==> src/rtl/rca_byte_serial_ctrl.sv <==
// Byte-serial multi-byte adder sequencer wrapped around an external
// combinational 8-bit ripple-carry slice.
module rca_byte_serial_ctrl #(
    parameter int NBYTES = 4
) (
    input  logic                clk,
    input  logic                rst,
    input  logic                in_valid,
    output logic                in_ready,
    input  logic [8*NBYTES-1:0] a,
    input  logic [8*NBYTES-1:0] b,
    input  logic                c_in,
    output logic [7:0]          add_a,
    output logic [7:0]          add_b,
    output logic                add_cin,
    input  logic [7:0]          add_sum,
    input  logic                add_cout,
    output logic                out_valid,
    input  logic                out_ready,
    output logic [8*NBYTES-1:0] sum,
    output logic                c_out,
    output logic                ovf,
    output logic                busy
);

    localparam int W  = 8 * NBYTES;
    localparam int IW = (NBYTES > 1) ? $clog2(NBYTES) : 1;
    localparam logic [IW-1:0] LAST = IW'(NBYTES - 1);

    typedef enum logic [1:0] {
        IDLE,
        RUN,
        DONE
    } state_t;

    state_t        state_q, state_d;
    logic [IW-1:0] idx_q, idx_d;
    logic          carry_q, carry_d;
    logic [W-1:0]  a_reg_q, a_reg_d;
    logic [W-1:0]  b_reg_q, b_reg_d;
    logic [W-1:0]  sum_q, sum_d;
    logic          c_out_q, c_out_d;
    logic          ovf_q, ovf_d;

    // Slice operands are only live in RUN so the slice sees quiet zeros otherwise.
    always_comb begin
        add_a   = '0;
        add_b   = '0;
        add_cin = 1'b0;
        if (state_q == RUN) begin
            add_a   = a_reg_q[8*idx_q +: 8];
            add_b   = b_reg_q[8*idx_q +: 8];
            add_cin = carry_q;
        end
    end

    always_comb begin
        state_d = state_q;
        idx_d   = idx_q;
        carry_d = carry_q;
        a_reg_d = a_reg_q;
        b_reg_d = b_reg_q;
        sum_d   = sum_q;
        c_out_d = c_out_q;
        ovf_d   = ovf_q;
        unique case (state_q)
            IDLE: begin
                if (in_valid) begin
                    a_reg_d = a;
                    b_reg_d = b;
                    carry_d = c_in;
                    idx_d   = '0;
                    sum_d   = '0;
                    state_d = RUN;
                end
            end
            RUN: begin
                sum_d[8*idx_q +: 8] = add_sum;
                carry_d             = add_cout;
                if (idx_q == LAST) begin
                    c_out_d = add_cout;
                    // Same-sign operands yielding an opposite-sign result.
                    ovf_d   = (a_reg_q[W-1] == b_reg_q[W-1]) &&
                              (add_sum[7] != a_reg_q[W-1]);
                    state_d = DONE;
                end else begin
                    idx_d = idx_q + 1'b1;
                end
            end
            DONE: begin
                if (out_ready) begin
                    state_d = IDLE;
                end
            end
            default: state_d = IDLE;
        endcase
    end

    always_ff @(posedge clk or posedge rst) begin
        if (rst) begin
            state_q <= IDLE;
            idx_q   <= '0;
            carry_q <= 1'b0;
            a_reg_q <= '0;
            b_reg_q <= '0;
            sum_q   <= '0;
            c_out_q <= 1'b0;
            ovf_q   <= 1'b0;
        end else begin
            state_q <= state_d;
            idx_q   <= idx_d;
            carry_q <= carry_d;
            a_reg_q <= a_reg_d;
            b_reg_q <= b_reg_d;
            sum_q   <= sum_d;
            c_out_q <= c_out_d;
            ovf_q   <= ovf_d;
        end
    end

    assign in_ready  = (state_q == IDLE);
    assign out_valid = (state_q == DONE);
    assign busy      = (state_q != IDLE);
    assign sum       = sum_q;
    assign c_out     = c_out_q;
    assign ovf       = ovf_q;

endmodule

==> config.mk <==
export PLATFORM = sky130hd
export DESIGN_NAME = rca_byte_serial_ctrl
export DESIGN_NICKNAME = d
export VERILOG_FILES = /design/src/rtl/rca_byte_serial_ctrl.sv
export SDC_FILE = /design/constraint.sdc
export NUM_CORES = 1
export LEC_CHECK = 0
export ABC_AREA = 1
export CORE_UTILIZATION = 49
export CTS_CLUSTER_SIZE = 20
export DETAILED_ROUTE_END_ITERATION = 16
export PLACE_DENSITY = 0.8
export REMOVE_ABC_BUFFERS = 1
export SLEW_MARGIN = 30
export SYNTH_ARGS = -nofsm -noshare
export SYNTH_HDL_FRONTEND = slang
export SYNTH_SLANG_ARGS = --single-unit
==> constraint.sdc <==
create_clock -name clk -period 4.4 [get_ports clk]
set_clock_uncertainty 0.2 [all_clocks]
set_input_delay 0.88 -clock clk [delete_from_list [all_inputs] [get_ports clk]]
set_output_delay 0.88 -clock clk [all_outputs]
set_load 0.05 [all_outputs]
# Yosys cells after proc, flatten, opt, wreduce, memory -nomap -nowiden
# Cells that the tools add are included.
classes:
  add_sub_neg: 2
  mul: 0
  div_mod_pow: 0
  order_cmp: 0
  n_eq_ne: 9
  n_shift: 4
  muxes: 15
  n_bitwise: 0
  n_reduce_logical: 9
op_table:
  columns: ["operator", "count"]
  rows:
  - ["case mux 32 bit (2 select lines)", 1]
  - ["indexed part select 32 x 6 -> 8 bit", 2]
  - ["negator 5 -> 34 bit", 1]
  - ["variable shift 8 x 34 -> 32 bit, first input constant", 1]
  - ["indexed part select 8 x 34 -> 32 bit", 1]
  - ["bitwise mux 32 bit", 1]
  - ["2-to-1 mux 32 bit", 1]
  - ["2-to-1 mux 8 bit", 2]
  - ["2-to-1 mux 2 bit", 5]
  - ["case mux 2 bit (3 select lines)", 1]
  - ["AND reduction 2 bit", 3]
  - ["AND reduction 3 bit", 2]
  - ["equality test 2 bit, second input constant", 2]
  - ["inequality test 2 x 1 -> 1 bit, second input constant", 2]
  - ["inequality test 2 bit, second input constant", 2]
  - ["case mux 2 bit (2 select lines)", 1]
  - ["nonzero test 2 bit", 2]
  - ["adder 2 x 1 -> 2 bit, second input constant", 1]
  - ["equality test 2 x 1 -> 1 bit, second input constant", 1]
  - ["logical NOT 2 bit", 1]
  - ["2-to-1 mux 1 bit", 2]
  - ["case mux 1 bit (2 select lines)", 1]
  - ["equality test 1 bit", 1]
  - ["logical AND 1 bit", 1]
  - ["inequality test 1 bit", 1]
word_totals:
  ff_bits: 103
  latch_bits: 0
  ramBits: 0
  mem_bits_ro: 0
  in_bits: 78
  output_inout_bits: 54
  word_cells: 47
  memories: 0

# Longest topological paths before layout
# Gate-level depths: netlist of run 1.
depth:
  word_depth: 4
  mapped_depth: 8
  mapped_depth_nobuf: 6

# Worst setup path before layout of run 1
# No wires, ideal clock.
synth_timing:
  path_kind: "flip-flop to output port"
  from: "register idx_q[0]"
  to: "output add_a[5]"
  arrival_ns: 1.771
  t_required_ns: 3.320
  setup_slack_ns: 1.549
  path_stages_with_launch: 7
  path_buffers: 2
  path_cell_list: "dfrtp_1 > buf_2 > clkinv_1 > buf_2 > nand2_1 > nand3_1 > a21oi_1"
synth_via:
  elab_chain_cells: 2
synth_lines:
  columns: ["item", "line_no", "rtl"]
  rows:
  - ["start, declared", "37", "logic [IW-1:0] idx_q, idx_d;"]
  - ["start signal, assigned", "111", "idx_q <= idx_d;"]
  - ["indexed part select 32 x 6 -> 8 bit", "51", "add_a = a_reg_q[8*idx_q +: 8];"]
  - ["2-to-1 mux 8 bit", "50", "if (state_q == RUN) begin"]
  - ["end, declared", "13", "output logic [7:0] add_a,"]
# Every way passes these cells.

# Final worst setup path of run 1
layout_timing:
  from: "register idx_q[0]"
  to: "output add_a[7]"
# Same word-level chain as after synthesis.

==> impl_summary.log, run 1 <==
[metrics] total inserted antenna cells: 0
[metrics] Crit Path Category: flip-flop to primary output
[metrics] Routed Wire Length: 11900 um
[metrics] relative slew slack: 44.8%
[metrics] instance count along the most critical hold path: 2
[metrics] leading cell type in the layout, fill and taps excluded: sky130_fd_sc_hd__nand2_1
[metrics] accumulated negative setup slack: 0 ps
[metrics] Cells after Synth: 599
[metrics] Post-route DRC: 0
[metrics] class of the tightest hold or removal check: flip-flop to flip-flop
[metrics] Final nets: 802
[metrics] Fill cells: 796
[metrics] top-area cell type share of the netlist area: 50.6%
[metrics] aggregate global routing overflow: 0
[metrics] total of cells resized after clock tree synthesis: 0
[metrics] top-level I/O count: 132
[metrics] maximum fanout count along the critical path: 24
[metrics] number of core rows: 36
[metrics] post-synth design cell area: 5090 um2
[metrics] status: completed
[metrics] met2 Use GR: 38.6%
[metrics] routing layer with the top usage in global route: met2
[metrics] clock tree buffer depth: 2
[metrics] average cell area after synthesis: 8.51 um2
[metrics] clock tree from TritonCTS: yes
[metrics] Vert. Die Dim: 104 um
[metrics] cell area reported after detailed placement: 6570 um2
[metrics] pins over their slew limit: 0
[metrics] Tmin final: 3170 ps
[metrics] met1 global-route usage: 31.2%
[metrics] worst-skew pair later-pin latency: 350 ps
[metrics] Min-Delay Startpoint: c_out
[metrics] overall die area: 10800 um2
[metrics] most area-hungry cell type in the Yosys netlist: sky130_fd_sc_hd__dfrtp_1
[metrics] startpoint class of the critical path: flip-flop
[metrics] maximum number of pins on one net before global-route repair: 69
[metrics] Final ANT Viol Nets: 0
[metrics] most used cells in the layout excluding fill and tap cells: sky130_fd_sc_hd__nand2_1, sky130_fd_sc_hd__clkdlybuf4s50_1, sky130_fd_sc_hd__dfrtp_1
[metrics] met3 capacity usage during global routing: 4.51%
[metrics] number of buffer cells added on primary ports: 131
[metrics] Reg clk slew, reported paths: 100 ps
[metrics] total vias in the final route: 4327
[metrics] Seq/Total Area, Yosys: 50.6%
[metrics] critical path arrival: 2090 ps
[metrics] Area growth syn-to-layout: 32.4%
[metrics] weighted congestion at the end of routability-driven global placement: 0.794
[metrics] number of buffers created by CTS: 9
[metrics] final worst-path cycle share: 72.1%
[metrics] per-cell via count in the routed design: 5.05
[metrics] top cells by area in the synthesized netlist: sky130_fd_sc_hd__dfrtp_1, sky130_fd_sc_hd__nand2_1, sky130_fd_sc_hd__o21ai_2, sky130_fd_sc_hd__nand3_1, sky130_fd_sc_hd__inv_1
[metrics] hold buffer count at CTS: 0
[metrics] Seq cells post-synth: 103
[metrics] r2r setup slk: 1930 ps
[metrics] Clock Tree Root: sky130_fd_sc_hd__clkbuf_8
[metrics] Die Span X: 104 um
[metrics] number of distinct library cells after synthesis: 21
[metrics] Endpoint, Worst Hold: c_out
[metrics] endpoint of the most critical register-to-register path: sum[0]
[metrics] total power divided by cell area: 742 nW/um2
[metrics] number of antenna violations at the first check in global routing: 0
[metrics] number of global-route vias before repair: 4204
[metrics] RSZ-0062 raised after global routing: false
[metrics] wire length of the first global-routing pass: 20300 um
[metrics] final hold violation count: 0
[metrics] starting density of the core: 51.4%
[metrics] CP Capture Type: primary output
[metrics] CTS Sinks: 103
[metrics] cell leakage power: 0.00321 uW
[metrics] Floorplan Core Area: 9910 um2
[metrics] yosys warns: 0
[metrics] routed wire length per instance: 13.9 um
[metrics] max frequency: 315 MHz
[metrics] estimated wirelength of the detail-placed design: 8200 um
[metrics] Final Cell Area: 6750 um2
[metrics] MaxCap Viol Count: 0
[metrics] Max H-tree Level: 3
[metrics] actual slew at the worst max-slew pin: 829 ps
[metrics] worst reg-to-reg path cell count: 5
[metrics] Post CTS Setup Buffer Count: 0
[metrics] number of setup violations in the final report: 0
[metrics] share of cells above drive strength 1: 14.2%
[metrics] Max IR drop VDD: 0.633 mV
[metrics] Req. time, crit path: 3320 ps
[metrics] violation count after the first detailed-routing iteration: 157
[metrics] GRT Overall Usage: 23.2%
[metrics] Critical R2R Launch: idx_q[1]
[metrics] total power of the final layout: 5010 uW
[metrics] First-pass DRT Iterations: 5
flip-flops by register name, summed over array words and instances, names as in the netlist:
signal and count:
c_out 1, a_reg_q 32, ovf 1, idx_q 2, carry_q 1, state_q 2, b_reg_q 32, sum 32
metal layers:
layer	up-vias	wire [um]
met5	-	0
met4	0	117
met3	12	634
met2	139	5810
met1	2053	5370
li1	2123	-
metrics by stage:
stage	hold slack (ps)	setup WS, ps	std cells	utilization (%)
3_5_place_dp	295	1330	840	66.3
4_1_cts	318	1210	856	68.1
2_1_floorplan	279	371	568	-
6_report	315	1230	856	68.1
5_1_grt	336	1070	856	68.1
3_3_place_gp	280	1360	840	66.3
kinds of logic after synthesis:
| logic type | count (synthesis) | share of synthesized area [%] |
|---|---|---|
| buf+inv | 114 | 10.8 |
| compound gates | 99 | 13.8 |
| simple gates | 277 | 23.4 |
| flops | 103 | 50.6 |
| fa+ha+maj | 6 | 1.47 |
synth_stat cells, drive strengths merged:
master and number:
nand2 181, dfrtp 103, o21ai 82, inv 81
nand3 79, buf 24, nor2 17, a21oi 16
clkbuf 7, ha 6, clkinv 2, o31ai 1
critical path, cell delays in order (launching register included):
cell	delay, ps
sky130_fd_sc_hd__dfrtp_2	360
sky130_fd_sc_hd__clkinv_1	320
sky130_fd_sc_hd__buf_4	370
sky130_fd_sc_hd__nand2_1	90
sky130_fd_sc_hd__nand3_1	60
sky130_fd_sc_hd__a21oi_1	330
sky130_fd_sc_hd__buf_12	180
area by class of cell:
cell class	count	area [um2]	area share, %
clock buffers	9	124	1.84
clock inverters	7	48.8	0.723
inverters	83	317	4.69
multi-input cells	382	1970	29.2
flip-flops and latches	103	2580	38.2
well taps	133	166	2.47
repair buffers	139	1540	22.9
worst max-delay path by stage:
stage               startpoint    endpoint  cells after the start
global route          idx_q[0]    add_a[7]                      6
floorplan             idx_q[0]    add_a[0]                      4
detailed placement    in_valid  b_reg_q[8]                      6
global placement      in_valid  b_reg_q[9]                      6
finish                idx_q[0]    add_a[7]                      6
CTS                   idx_q[0]    add_a[7]                      6
where the power goes:
part           internal [uW]  switching [uW]  total [uW]
Clock                    207             326         533
Sequential              1310             130        1440
Combinational           1130            1910        3040
Total                   2640            2360        5010
Note: power is estimated with default switching activity, not from simulation.
==> run 2, diff against run 1 <==
Clock period 4.4 ns to 3 ns, I/O delays scaled along.
==> impl_summary.log, run 2 (synthesis gave the netlist of run 1 again) <==
[metrics] status: completed
[metrics] Endpoint, Worst Hold: c_out
[metrics] total inserted antenna cells: 0
[metrics] clock tree buffer depth: 2
[metrics] total vias in the final route: 4323
[metrics] wire length of the first global-routing pass: 19800 um
[metrics] CP Capture Type: primary output
[metrics] Final nets: 806
[metrics] violation count after the first detailed-routing iteration: 170
[metrics] pins over their slew limit: 0
[metrics] maximum fanout count along the critical path: 19
[metrics] r2r setup slk: 780 ps
[metrics] Slowest cell on crit path: sky130_fd_sc_hd__dfrtp_2
[metrics] number of global-route vias before repair: 4162
[metrics] critical path arrival: 1940 ps
[metrics] routed wire length per instance: 13.6 um
[metrics] max frequency: 365 MHz
[metrics] total power divided by cell area: 1100 nW/um2
[metrics] RSZ-0062 raised after global routing: false
[metrics] final hold violation count: 0
[metrics] weighted congestion at the end of routability-driven global placement: 0.854
[metrics] Req. time, crit path: 2200 ps
[metrics] Area growth syn-to-layout: 34.2%
[metrics] clock tree from TritonCTS: yes
[metrics] number of antenna violations at the first check in global routing: 0
[metrics] aggregate global routing overflow: 0
[metrics] number of buffers and inverters on the critical path: 3
[metrics] Crit Path Category: flip-flop to primary output
[metrics] per-cell via count in the routed design: 5.03
[metrics] Max H-tree Level: 3
[metrics] crit path cell chain: clkinv_1 > buf_4 > nand2_1 > nand3_1 > a21oi_1 > buf_12
[metrics] accumulated negative setup slack: 0 ps
[metrics] Vert. Die Dim: 104 um
[metrics] top-level I/O count: 132
[metrics] overall die area: 10800 um2
[metrics] Critical R2R Launch: idx_q[0]
[metrics] Die Span X: 104 um
[metrics] cell leakage power: 0.00326 uW
[metrics] leading cell type in the layout, fill and taps excluded: sky130_fd_sc_hd__nand2_1
[metrics] Post-route DRC: 0
[metrics] number of buffers created by CTS: 9
[metrics] gate family responsible for the most delay along the worst path: flip-flops
[metrics] number of core rows: 36
[metrics] Floorplan Core Area: 9910 um2
[metrics] hold buffer count at CTS: 0
[metrics] Routed Wire Length: 11700 um
[metrics] First-pass DRT Iterations: 5
[metrics] Final ANT Viol Nets: 0
[metrics] Clock Tree Root: sky130_fd_sc_hd__clkbuf_8
[metrics] Reg clk slew, reported paths: 90 ps
[metrics] MaxCap Viol Count: 0
[metrics] most used cells in the layout excluding fill and tap cells: sky130_fd_sc_hd__nand2_1, sky130_fd_sc_hd__clkdlybuf4s50_1, sky130_fd_sc_hd__dfrtp_1
[metrics] final worst-path cycle share: 91.3%
[metrics] total power of the final layout: 7490 uW
[metrics] maximum number of pins on one net before global-route repair: 66
[metrics] number of setup violations in the final report: 0
[metrics] Post CTS Setup Buffer Count: 0
[metrics] number of buffer cells added on primary ports: 131
[metrics] startpoint class of the critical path: flip-flop
[metrics] relative slew slack: 63.1%
[metrics] endpoint of the most critical register-to-register path: sum[0]
[metrics] class of the tightest hold or removal check: flip-flop to flip-flop
[metrics] Min-Delay Startpoint: c_out
[metrics] CTS Sinks: 103
[metrics] instance count along the most critical hold path: 2
[metrics] worst reg-to-reg path cell count: 6
[metrics] starting density of the core: 51.4%
[metrics] stage delay of the slowest cell on the critical path: 580 ps
[metrics] estimated wirelength of the detail-placed design: 8470 um
[metrics] Tmin final: 2740 ps
[metrics] GRT Overall Usage: 22.7%
[metrics] worst-skew pair later-pin latency: 350 ps
[metrics] actual slew at the worst max-slew pin: 554 ps
[metrics] share of cells above drive strength 1: 14.9%
[metrics] total of cells resized after clock tree synthesis: 0
[metrics] Max IR drop VDD: 0.655 mV
==> run 2: cell types whose count changed in the layout (fill, tap and decap cells not counted) <==
cell | previous run | this run
sky130_fd_sc_hd__inv_6 | 1 | 3
sky130_fd_sc_hd__clkdlybuf4s50_1 | 115 | 114
sky130_fd_sc_hd__buf_4 | 7 | 9
sky130_fd_sc_hd__bufinv_16 | 0 | 1
sky130_fd_sc_hd__clkinv_4 | 2 | 1
sky130_fd_sc_hd__buf_12 | 17 | 20
sky130_fd_sc_hd__clkinv_2 | 3 | 1
==> run 2: stage by stage <==
step / setup slack (ps) / std cells / cell area (um2) / hold slack, ps / utilization [%]
after detailed placement: 669 / 844 / 6640 / 268 / 67.0
after global routing: 108 / 860 / 6840 / 329 / 69.0
after global placement: 701 / 844 / 6640 / 272 / 67.0
after CTS: 257 / 860 / 6840 / 289 / 69.0
final: 260 / 860 / 6840 / 295 / 69.0
after floorplan: -749 / 568 / 4860 / 279 / -
==> run 2: report_power, final <==
part,switching (uW),leakage (uW),total (uW),internal (uW)
Combinational,2760,0.00184,4470,1710
Clock,486,0.000101,881,395
Sequential,220,0.00131,2140,1920
==> run 2: worst min-delay path: stages, from the launching register on <==
cell,delay [ps]
sky130_fd_sc_hd__dfrtp_1,370
sky130_fd_sc_hd__nand2_1,60
sky130_fd_sc_hd__nand2_1,50
==> run 2: worst max path at each step <==
stage                        start  endpoint  cells after the start
after floorplan           idx_q[0]  add_a[0]                      4
after global placement    idx_q[0]  add_b[2]                      6
after detailed placement  idx_q[0]  add_a[1]                      6
after CTS                 idx_q[0]  add_a[1]                      6
after global routing      idx_q[0]  add_b[2]                      6
final                     idx_q[0]  add_a[1]                      6
==> run 2: cell type report <==
type	count	area, um2
clock buffers	9	124
clock inverters	7	77.6
fillers	777	3070
inverters	83	317
multi-input cells	382	1970
flip-flops and latches	103	2580
well taps	133	166
repair buffers	143	1610
==> run 2: metal layers <==
metal	GRT usage [%]	routed length, um	vias up
li1	-	-	2138
met1	30.7	5390	2028
met2	37.1	5540	142
met3	3.20	566	15
met4	8.47	182	0
met5	0	0	-
